[config.mk]
export PLATFORM = sky130hd
export DESIGN_NAME = sorter_oets
export DESIGN_NICKNAME = d
export VERILOG_FILES = /design/src/rtl/sorter_pkg.sv /design/src/rtl/sorter_oets_cmp_swap.sv /design/src/rtl/sorter_oets.sv
export SDC_FILE = /design/constraint.sdc
export NUM_CORES = 1
export LEC_CHECK = 0
export BUFFER_PORTS_ARGS = -buffer_cell sky130_fd_sc_hd__buf_2
export CAP_MARGIN = 20
export CORE_MARGIN = 3
export CORE_UTILIZATION = 35
export CTS_CLUSTER_DIAMETER = 100
export DETAILED_ROUTE_END_ITERATION = 6
export GPL_TIMING_DRIVEN = 0
export SLEW_MARGIN = 5
export SYNTH_ARGS = -nofsm -noshare
export SYNTH_HDL_FRONTEND = slang
export SYNTH_SLANG_ARGS = --single-unit
[constraint.sdc]
create_clock -name clk -period 3.63 [get_ports clk]
set_input_delay 0.363 -clock clk [delete_from_list [all_inputs] [get_ports clk]]
set_output_delay 0.363 -clock clk [all_outputs]
set_load 0.05 [all_outputs]
[src/rtl/sorter_pkg.sv]
// ============================================================================
// Module : sorter_pkg
// Brief  : Shared FSM state type and element pack/unpack helpers for sorter_oets.
// Rev    : 1.0  initial release
// ============================================================================
`default_nettype none

package sorter_pkg;

  typedef enum logic [1:0] {
    IDLE = 2'd0,
    SORT = 2'd1,
    DONE = 2'd2
  } state_t;

  // Helpers work on a wide carrier vector so they stay independent of N and W.
  localparam int MAX_BITS = 1024;
  localparam int MAX_W    = 64;

  function automatic logic [MAX_W-1:0] unpack_elem(
    input logic [MAX_BITS-1:0] vec,
    input int                  idx,
    input int                  w
  );
    logic [MAX_BITS-1:0] shifted;
    logic [MAX_W-1:0]    mask;
    shifted = vec >> (idx * w);
    mask    = ~({MAX_W{1'b1}} << w);
    return shifted[MAX_W-1:0] & mask;
  endfunction

  function automatic logic [MAX_BITS-1:0] pack_elem(
    input logic [MAX_BITS-1:0] vec,
    input logic [MAX_W-1:0]    elem,
    input int                  idx,
    input int                  w
  );
    logic [MAX_BITS-1:0] field_mask;
    logic [MAX_BITS-1:0] field;
    field_mask = MAX_BITS'(~({MAX_W{1'b1}} << w));
    field      = (MAX_BITS'(elem) & field_mask) << (idx * w);
    field_mask = field_mask << (idx * w);
    return (vec & ~field_mask) | field;
  endfunction

endpackage

`default_nettype wire

[src/rtl/sorter_oets_cmp_swap.sv]
// ============================================================================
// Module : cmp_swap
// Brief  : One unsigned compare-exchange cell; equal values are never swapped.
// Rev    : 1.0  initial release
// ============================================================================
`default_nettype none

module cmp_swap #(
  parameter int W = 8
) (
  input  logic [W-1:0] a,
  input  logic [W-1:0] b,
  input  logic         descend,
  output logic [W-1:0] lo_idx_out,
  output logic [W-1:0] hi_idx_out,
  output logic         swapped
);

  assign swapped    = descend ? (a < b) : (a > b);
  assign lo_idx_out = swapped ? b : a;
  assign hi_idx_out = swapped ? a : b;

endmodule

`default_nettype wire

[src/rtl/sorter_oets.sv]
// ============================================================================
// Module : sorter_oets
// Brief  : Iterative odd-even transposition sorter, one layer per clock, with
//          valid/ready handshakes. Define SORTER_OETS_EARLY_EXIT_EN to finish
//          as soon as an even and an odd layer in a row make no swaps.
// Rev    : 1.0  initial release
// ============================================================================
`default_nettype none

module sorter_oets
  import sorter_pkg::*;
#(
  parameter int N  = 8,
  parameter int W  = 8,
  parameter int CW = $clog2(N + 1)
) (
  input  logic         clk,
  input  logic         rst_n,
  input  logic         in_valid,
  output logic         in_ready,
  input  logic [N*W-1:0] sort_in,
  input  logic         descend,
  output logic         out_valid,
  input  logic         out_ready,
  output logic [N*W-1:0] sort_out
);

  localparam int NC = N / 2;

  state_t            state, state_nxt;
  logic [W-1:0]      arr    [N];
  logic [W-1:0]      layer  [N];
  logic [W-1:0]      in_arr [N];
  logic [CW-1:0]     phase;
  logic              mode;
  logic              odd;
  logic              load;
  logic              finish;
  logic              early;
  logic [N*W-1:0]    layer_packed;
  logic [MAX_BITS-1:0] packed_layer;

  logic [NC-1:0]     cell_swp;
  logic [NC-1:0]     cell_act;
  logic [W-1:0]      cell_lo [NC];
  logic [W-1:0]      cell_hi [NC];

  assign odd = phase[0];

  // Cell k serves pair (2k,2k+1) on even layers and (2k+1,2k+2) on odd ones.
  generate
    for (genvar k = 0; k < NC; k++) begin : g_cell
      logic [W-1:0] a_sel, b_sel;
      if (2*k + 2 < N) begin : g_full
        assign a_sel       = odd ? arr[2*k+1] : arr[2*k];
        assign b_sel       = odd ? arr[2*k+2] : arr[2*k+1];
        assign cell_act[k] = 1'b1;
      end else begin : g_even_only
        assign a_sel       = arr[2*k];
        assign b_sel       = arr[2*k+1];
        assign cell_act[k] = ~odd;
      end
      cmp_swap #(.W(W)) u_cmp_swap (
        .a          (a_sel),
        .b          (b_sel),
        .descend    (mode),
        .lo_idx_out (cell_lo[k]),
        .hi_idx_out (cell_hi[k]),
        .swapped    (cell_swp[k])
      );
    end

    for (genvar i = 0; i < N; i++) begin : g_elem
      logic [W-1:0] ev, od;
      if (i % 2 == 0) begin : g_ev_lo
        if (i + 1 < N) begin : g_pair
          assign ev = cell_lo[i/2];
        end else begin : g_pass
          assign ev = arr[i];
        end
      end else begin : g_ev_hi
        assign ev = cell_hi[(i-1)/2];
      end
      if (i == 0) begin : g_od_first
        assign od = arr[0];
      end else if (i % 2 == 1) begin : g_od_lo
        if (i + 1 < N) begin : g_pair
          assign od = cell_lo[(i-1)/2];
        end else begin : g_pass
          assign od = arr[i];
        end
      end else begin : g_od_hi
        assign od = cell_hi[(i-2)/2];
      end
      assign layer[i] = odd ? od : ev;
    end
  endgenerate

  always_comb begin
    for (int i = 0; i < N; i++) begin
      in_arr[i] = W'(unpack_elem(MAX_BITS'(sort_in), i, W));
    end
  end

  always_comb begin
    packed_layer = '0;
    for (int i = 0; i < N; i++) begin
      packed_layer = pack_elem(packed_layer, MAX_W'(layer[i]), i, W);
    end
  end
  assign layer_packed = (N*W)'(packed_layer);

`ifdef SORTER_OETS_EARLY_EXIT_EN
  logic any_swap;
  logic quiet;

  assign any_swap = |(cell_swp & cell_act);

  // quiet: the previous layer of this vector exchanged nothing.
  always_ff @(posedge clk) begin
    if (!rst_n) begin
      quiet <= 1'b0;
    end else if (load) begin
      quiet <= 1'b0;
    end else if (state == SORT) begin
      quiet <= ~any_swap;
    end
  end

  assign early = quiet & ~any_swap;
`else
  logic unused_swp;
  assign unused_swp = ^{cell_swp, cell_act};
  assign early      = 1'b0;
`endif

  assign finish = (state == SORT) & ((phase == CW'(N - 1)) | early);

  always_comb begin
    state_nxt = state;
    in_ready  = 1'b0;
    load      = 1'b0;
    case (state)
      IDLE: begin
        in_ready = 1'b1;
        if (in_valid) begin
          load      = 1'b1;
          state_nxt = SORT;
        end
      end
      SORT: begin
        if (finish) state_nxt = DONE;
      end
      DONE: begin
        if (out_ready) begin
          in_ready = 1'b1;
          if (in_valid) begin
            load      = 1'b1;
            state_nxt = SORT;
          end else begin
            state_nxt = IDLE;
          end
        end
      end
      default: state_nxt = IDLE;
    endcase
  end

  always_ff @(posedge clk) begin
    if (!rst_n) begin
      state     <= IDLE;
      out_valid <= 1'b0;
      sort_out  <= '0;
      phase     <= '0;
      mode      <= 1'b0;
      for (int i = 0; i < N; i++) arr[i] <= '0;
    end else begin
      state <= state_nxt;
      if (load) begin
        arr   <= in_arr;
        mode  <= descend;
        phase <= '0;
      end else if (state == SORT) begin
        arr   <= layer;
        phase <= phase + CW'(1);
      end
      if (finish) begin
        sort_out  <= layer_packed;
        out_valid <= 1'b1;
      end else if ((state == DONE) && out_ready) begin
        out_valid <= 1'b0;
      end
    end
  end

endmodule

`default_nettype wire

==> flow_results.org, run 1 <==
** Global route
- Aggregate global-route resource usage :: 23.39%
- Entering global routing, the biggest net connects 17 pins.
- After global routing the overflow that remains totals 0.
- Initial antenna violation count :: 0
- Wire length of the first global-routing pass :: 43.49 mm
- The via count of the first global-routing pass is 7631.

** Pwr
- In this run, flip-flops and latches consume 32.0% of the power.
- In this run, the clock network consumes 35.4% of the power.
- Power density over cell area :: 545.3 mW/mm²
- The internal power of the cells totals 3.424 mW.
- In this run the power spent charging and discharging nets is 1.793 mW.
- For this design the static power due to leakage is 4.168 nW.
- VDD sags by at most 0.3256 mV.
- Total power for the finished layout comes to 5.217 mW.
- Logic gate share of total power :: 32.6%
- In this run switching power makes up 34.36% of total power.

** Die
- Starting density of the core :: 36.30%
- Die boundary height :: 155.0 µm
- Floorplan die area :: 0.02404 mm²
- The floorplan step set the die width to 155.0 µm.
- Rows :: 53
- 135 I/O pins were placed.
- Placeable core region :: 0.02142 mm²

** Clock network
- TritonCTS created 17 clock buffers.
- Clk_lat worst skew :: 450 ps
- CTS root buf :: clkbuf_16
- The H-tree was split into 4 levels.
- The tree built by TritonCTS fans out to 136 sinks.
- Clock-pin slew was measured on the worst setup and hold paths at 60 ps.
- Number of buffers on the longest clock path :: 2
- TritonCTS clock tree :: built
- Hold repair after CTS inserted 0 buffers.

** Setup path
- Endpoint kind of the worst setup timing path :: flop
- In this run the worst path has a maximum fanout of 10.
- Data on the critical path arrives at its endpoint at 3770 ps.
- The critical path starts at phase[0]$_SDFFE_PP0P_.
- The worst setup path is launched from a flop.
- The startpoint identified for the worst register-to-register timing path is phase[0]$_SDFFE_PP0P_.
- Data required time of the critical path :: 3920 ps
- The largest individual stage delay along the critical path comes from the cell or3b_2.
- The worst register-to-register path ends at sort_out[32]$_SDFFE_PN0P_.
- Worst Reg2Reg Path Length in Cells :: 13
- Worst R2R Setup Slack :: 140 ps
- Kind of critical path :: flop to flop
- The number of buffers and inverters on the critical path is 4.
- Maximum single-stage delay on the critical path :: 470 ps
- Kind of cell with the highest combined delay on the critical path :: buffers and inverters
- List of cells traversed by the critical path :: inv_1 > buf_2 > clkbuf_4 > a21boi_0 > ha_1 > nand4_1 > or3b_2 > a21oi_1 > a311o_1 > clkbuf_4 > mux2i_1 > mux2i_1 > a21oi_1

** STA
- The final count of pins violating max slew is 0.
- Clk_skew :: 17.68 ps
- Worst path setup slack after routing :: 142.7 ps
- Least-Margin Pin Slew :: 1021 ps
- For this run, the top clock speed supported by timing is 286.8 MHz.
- The number of hold violations in the final report came to 0.
- Counting I/O delays and the setup requirement, the final critical path takes 3487 ps.
- Share of the cycle needed by the critical path after routing :: 96.07%
- Setup TNS after final layout :: 0 ps
- Across all hold checks on the routed design, the worst slack comes to 187.2 ps.
- Setup violations remaining at the end of the flow were counted as 0.
- Max-slew headroom at the worst pin :: 31.67%

** Drt
- Overall via count from detail_route :: 8141
- Sum of routed wire length over all layers :: 29.08 mm
- In this run, the number of DRC markers left after iteration 0 of detailed routing was 715.
- In the routed design, unresolved DRC markers number 0.
- The count of nets left with antenna violations once routing finished came out at 0.
- Per-cell routed wire length :: 19.94 µm
- The first detailed-routing pass ran for 5 iterations.
- Using the TritonRoute via totals, the vias-per-cell ratio works out to 5.584.

** Cells and area
- The layout has 2244 filler cells.
- Antenna Cells :: 0
- Final Instance Count excl. Fillers :: 1458
- At the end of the flow the core is filled with cells to 44.67%.
- Summing all non-filler instances in the final layout gives an area of 0.009568 mm².
- Net count of the finished layout :: 1272
- Layout cells sized above 1 :: 19.86%
- Relative to the synthesized area, the layout overhead comes to 23.06%.

** Logic synthesis
- Number of distinct library cells after synthesis :: 53
- In the synthesized netlist the async set-or-reset flop fraction comes to 0%.
- Yosys Warn Count :: 0
- Portion of the post-synthesis area used by sequential elements :: 35.02%
- After synthesis the cells add up to 0.007775 mm².
- Counting every net in the synthesized netlist gives 1112.
- Post-synthesis area per instance :: 7.698 µm²
- Most frequently used flop master after synthesis :: dfxtp_1
- Yosys mapped a number of flops with a built-in enable equal to 0.
- Synth Register Bits :: 136
- Cell count after synthesis :: 1010

** Placed design
- Cell count after placement :: 1418
- Detailed Place HPWL :: 22.16 mm
- At the end of routability-driven placement, the weighted congestion stood at 0.9599.
- Dpl ws :: -1232 ps
- Number of buffers added on ports :: 133
- In this run the cell area measured after placement is 0.008785 mm².

** Hold path
- The path class of the tightest hold or removal check is input port to flop.
- Worst Hold Path EP :: arr[34]$_SDFFE_PN0P_
- Hold path cells :: 3
- Launch point of the worst hold path :: sort_in[26]

** Job
- The tool flagged a number of max-cap violations equal to 0.

** Run status
- Outcome :: completed
==> power groups by stage <==
stage	combinational [mW]	sequential, mW	clock (mW)
after global routing	1.83	1.68	1.92
final	1.70	1.67	1.85
after floorplan	1.14	1.65	0
after global placement	1.53	1.69	0
after detailed placement	1.53	1.69	0
after CTS	1.59	1.66	1.86
==> worst max path at each step <==
stage / to / slack, ps / depth (start not counted)
floorplan: sort_out[54]$_SDFFE_PN0P_ / 30 / 15
global placement: sort_out[55]$_SDFFE_PN0P_ / -1210 / 15
detailed placement: sort_out[55]$_SDFFE_PN0P_ / -1230 / 15
CTS: arr[41]$_SDFFE_PN0P_ / 20 / 15
global route: sort_out[51]$_SDFFE_PN0P_ / -3 / 14
finish: sort_out[32]$_SDFFE_PN0P_ / 140 / 13
==> layout by cell type (no fill, tap or decap), types with 18 or more instances in the layout <==
master / Yosys / final
clkbuf_1: 62 / 53
mux2_2: 25 / 25
a21oi_1: 120 / 120
nand3_1: 46 / 46
dfxtp_1: 136 / 135
mux2i_1: 44 / 40
and3_1: 28 / 28
a22oi_1: 20 / 20
o21ai_0: 43 / 43
ha_1: 33 / 33
buf_2: 7 / 138
nand2_1: 235 / 235
nor2_1: 27 / 27
a31oi_1: 18 / 18
==> area by class of cell <==
cell class	instances	area (µm²)	area share [%]
clock buffers	21	470.5	4.917
inverters	16	60.06	0.6277
well taps	275	344.1	3.596
clock inverters	11	143.9	1.504
plain buffers	75	356.6	3.727
multi-input cells	782	4736	49.50
flip-flops and latches	136	2724	28.47
repair buffers	142	733.2	7.663
==> state kept, by name, indices dropped and copies added, names as in the netlist, 2 cells and up <==
register,count
sort_out,64
arr,40
g_cell.a_sel,8
g_cell.b_sel,8
g_elem.od,8
phase,4
state,2
==> cell families (layout without fill, tap and decap cells) <==
family | Yosys count | count (layout) | synth area share [%]
xor+xnor | 2 | 2 | 0.2253
mux | 69 | 69 | 9.285
buf+inv | 92 | 265 | 4.651
simple gates | 386 | 386 | 22.03
flops | 136 | 136 | 35.02
compound gates | 292 | 292 | 23.48
fa+ha+maj | 33 | 33 | 5.311
==> synthesized netlist by cell type, types with 4 or more instances <==
cell	count	area [µm²]
a21boi_0	15	112.6
o211ai_1	4	30.03
a21oi_1	120	600.6
ha_1	33	412.9
o22a_1	6	52.55
a32o_1	4	40.04
nand2_1	235	882.1
and2_1	10	62.56
nand4_1	7	43.79
mux2_2	25	281.5
nor2b_1	9	56.30
clkbuf_1	62	232.7
and4_1	4	35.03
nor2_1	27	101.4
o22ai_1	17	106.4
nand3_1	46	230.2
a211o_1	4	35.03
nor3_1	8	40.04
and3_1	28	175.2
inv_1	16	60.06
o21ai_0	43	215.2
a31oi_1	18	112.6
a22oi_1	20	150.1
mux2i_1	44	440.4
a21o_1	8	60.06
buf_1	5	18.77
o21a_1	5	37.54
o221ai_1	4	35.03
buf_2	7	35.03
dfxtp_1	136	2723
a311o_1	4	40.04
==> metal layers <==
layer  vias to the layer above  share of wire [%]  track usage [%]
met5                         -                  0                0
met2                       352                 44            35.83
met4                         0                2.4            7.822
li1                       3938                  -                -
met1                      3817                 45            32.18
met3                        34                8.4            5.897
==> worst reg2reg max path: stages (launching register included) <==
cell,delay (ps)
dfxtp_2,370
inv_1,130
buf_2,270
clkbuf_4,290
a21boi_0,130
ha_1,320
nand4_1,180
or3b_2,470
a21oi_1,120
a311o_1,210
clkbuf_4,300
mux2i_1,110
mux2i_1,320
a21oi_1,130
==> timing repair <==
item	in CTS	in global routing
endpoints found under the setup margin	112	101
resized for setup	24	17
pin swaps	1	2
setup buffers	3	6
(Power assumes the default switching activity.)
==> inputs of run 2 (changes only) <==
--- a/config.mk
+++ b/config.mk
@@ -9,9 +9,11 @@
 export CAP_MARGIN = 20
 export CORE_MARGIN = 3
 export CORE_UTILIZATION = 35
+export CTS_BUF_LIST = sky130_fd_sc_hd__clkbuf_16
 export CTS_CLUSTER_DIAMETER = 100
 export DETAILED_ROUTE_END_ITERATION = 6
 export GPL_TIMING_DRIVEN = 0
+export PLACE_DENSITY = 0.65
 export SLEW_MARGIN = 5
 export SYNTH_ARGS = -nofsm -noshare
 export SYNTH_HDL_FRONTEND = slang
==> constraint.sdc (replaced) <==
create_clock -name clk -period 3.63 [get_ports clk]
set_input_delay 0.726 -clock clk [delete_from_list [all_inputs] [get_ports clk]]
set_output_delay 0.726 -clock clk [all_outputs]
set_load 0.05 [all_outputs]
==> run 2 against run 1 <==
  * Count of clock-buffer cells in the layout is 4 lower
  * Clock skew is 5.9 ps lower
  * Final cell count hardly changed
  * Largest power group unchanged
  * Via count is 1.3% higher
  * Combinational power is 2% higher
  * Highest routed layer unchanged
  * Power is 2.1% higher
  * Sequential cell count stayed put
==> flow_results.org, run 2 (same netlist as run 1, synthesis figures left out) <==
** Die
- Rows :: 53 (unchanged)
- Die boundary height :: 155.0 µm (unchanged)
- The die area was 0.02404 mm² (unchanged).
- Overall die width :: 155.0 µm (unchanged)
- The total core area was 0.02142 mm² (unchanged).
- The starting utilization of the core area came to 36.30% (unchanged).
- The I/O pin count came to 135 (unchanged).

** Pwr
- The total power divided by cell area is 553.6 mW/mm² (+1.5%).
- Leakage :: 4.193 nW (+0.60%)
- The total power of the final layout is 5.324 mW (+2.1%).
- The worst vdd rail ir drop was 0.2600 mV (-20%).

** Setup path
- STA classifies the critical path startpoint as a flop.
- The worst path required time came to 3920 ps (about the same).
- The critical path is of the flop to flop type.
- Endpoint kind of the worst setup timing path :: flop
- Max Fanout on Critical Path :: 10 (unchanged)
- Crit path DAT :: 3780 ps (about the same)

** Clock network
- TritonCTS Buffers :: 17 (unchanged)
- The buffer depth of the longest clock path is 2 (unchanged).
- The clock sink count was 136 (unchanged).
- Clk_lat worst skew :: 440 ps (about the same)
- TritonCTS built the clock tree.
- The tree is rooted in a clkbuf_16.
- The deepest level of the CTS H-tree is 4 (unchanged).
- The clock transition at the registers of the reported paths came to 60 ps (about the same).

** Cells and area
- The top cell types in the final layout, fill and taps aside, are 235 x nand2_1, 138 x buf_2, 135 x dfxtp_1.
- Layout cells sized above 1 :: 20.02% (+0.15 points)
- Final Instance Count excl. Fillers :: 1459 (+0.069%)
- The count of inserted antenna diode cells was 0 (unchanged).
- Final Instance Area :: 0.009617 mm² (+0.51%)
- The register with the most flip-flops in the final layout is sort_out.
- Number of filler instances in the final layout :: 2188 (-2.5%)
- Relative to the synthesized area, the layout overhead comes to 23.69%.
- Top flop regs :: sort_out x64, arr x40
- Most frequent standard cell in the layout excluding fill and tap cells :: nand2_1
- The net count of the finished layout is 1274 (+0.16%).
- The number of flip-flops in the largest register was 64 (unchanged).

** Drt
- Ratio of routed vias to standard cells :: 5.653 (+1.2%)
- The post-detailed-route DRC marker count is 0 (unchanged).
- Sum of routed wire length over all layers :: 28.98 mm (-0.33%)
- 1st-iter DRT viols :: 756 (+5.7%)
- The detailed-routing iteration count for the pre-antenna-repair pass came to 5 (unchanged).
- The number of antenna-violating nets in the routed design came to 0 (unchanged).
- The via total after detailed routing was 8247 (+1.3%).
- The routed wirelength normalized by instance count came to 19.86 µm (-0.40%).

** Placed design
- Detailed Place HPWL :: 22.01 mm (-0.69%)
- The global placer's final weighted congestion is 0.9468 (-1.4%).
- The post-placement cell area came to 0.008785 mm² (unchanged).
- The number of cells in the design after placement was 1418 (unchanged).
- Number of buffers added on ports :: 133 (unchanged)

** Global route
- Maximum number of pins on one net before global-route repair :: 17 (unchanged)
- The remaining global-route overflow came to 0 (unchanged).
- The via count of the first global-routing pass came to 7992 (+4.7%).
- The initial antenna violation count is 0 (unchanged).
- Aggregate global-route resource usage :: 23.44% (+0.050 points)
- Wire length of the first global-routing pass :: 44.24 mm (+1.7%)

** STA
- The final count of pins violating max slew came to 0 (unchanged).
- Setup repair after global routing left no endpoint under its margin.
- Clk_skew :: 11.81 ps (-5.871 ps)
- Least-Margin Pin Slew :: 1017 ps (-4.598 ps)
- Setup-violating endpoint count in the final report :: 0 (unchanged)
- The number of hold violations in the final report was 0 (unchanged).
- Share of the cycle needed by the critical path after routing :: 96.10% (about the same)
- The max-slew headroom at the worst pin was 31.98% (+0.31 points).
- Minimum clock period after layout :: 3488 ps (+1.180 ps)
- The total negative slack for setup checks came to 0 ps (unchanged).
- Max Fclk :: 286.7 MHz (about the same)

** Job
- The number of maximum-capacitance constraint violations was 0 (unchanged).

** Run status
- The run finished with clean final reports.

** Hold path
- Hold/Removal Path Class :: flop to flop
-- run 2: worst paths after layout --
check	startpoint	endpoint	slack, ps	depth (start not counted)
max	phase[0]$_SDFFE_PP0P_	arr[34]$_SDFFE_PN0P_	140	13
max reg2reg	phase[0]$_SDFFE_PP0P_	arr[34]$_SDFFE_PN0P_	140	13
min	sort_out[12]$_SDFFE_PN0P_	sort_out[12]$_SDFFE_PN0P_	450	2
min reg2reg	sort_out[12]$_SDFFE_PN0P_	sort_out[12]$_SDFFE_PN0P_	450	2
-- run 2: metal layers --
layer	wire, µm	track usage [%]	up-vias
li1	-	-	3934
met3	2349	4.757	45
met2	13080	36.72	392
met1	12810	32.10	3876
met4	741	8.284	0
met5	0	0	-
-- run 2: area by class of cell --
cell class,instances,area (µm²),share of cell area (%)
inverter,16,60.06,0.6245
multi-input combinational,782,4748,49.38
clock inverter,14,205.2,2.134
clock buffer,17,425.4,4.424
tap,275,344.1,3.578
sequential,136,2726,28.35
buffer,75,359.1,3.734
timing repair buffer,144,748.2,7.780
-- run 2: through the flow --
stage	hold slack (ps)	utilization (%)	setup slack [ps]
floorplan	448.7	-	32.64
global placement	436.5	41.01	-1176
detailed placement	443.6	41.01	-1109
CTS	452.1	44.24	57.92
global route	465.5	44.90	3.426
finish	448.5	44.90	141.6
-- run 2: critical path, cell delays in order (launching register included) --
cell and delay [ps]:
dfxtp_4 380, inv_2 100, clkbuf_1 440, nand2_1 270
nand2_1 140, ha_1 270, nand4_1 120, or3b_2 450
a21oi_1 130, a311o_1 210, buf_2 310, mux2_2 390
nand2_1 70, a31oi_1 90
-- run 2: repair_timing --
action	in CTS	in global routing
gates resized for setup	21	25
pin swaps	2	2
hold buffers	0	0
endpoints found under the setup margin	112	102
buffers inserted	3	8
-- run 2: where the power goes --
group	internal [mW]	total [mW]	leakage, nW	switching, mW
sequential	1.57	1.67	1.11	0.107
clock	1.21	1.91	0.310	0.704
combinational	0.748	1.74	2.78	0.989
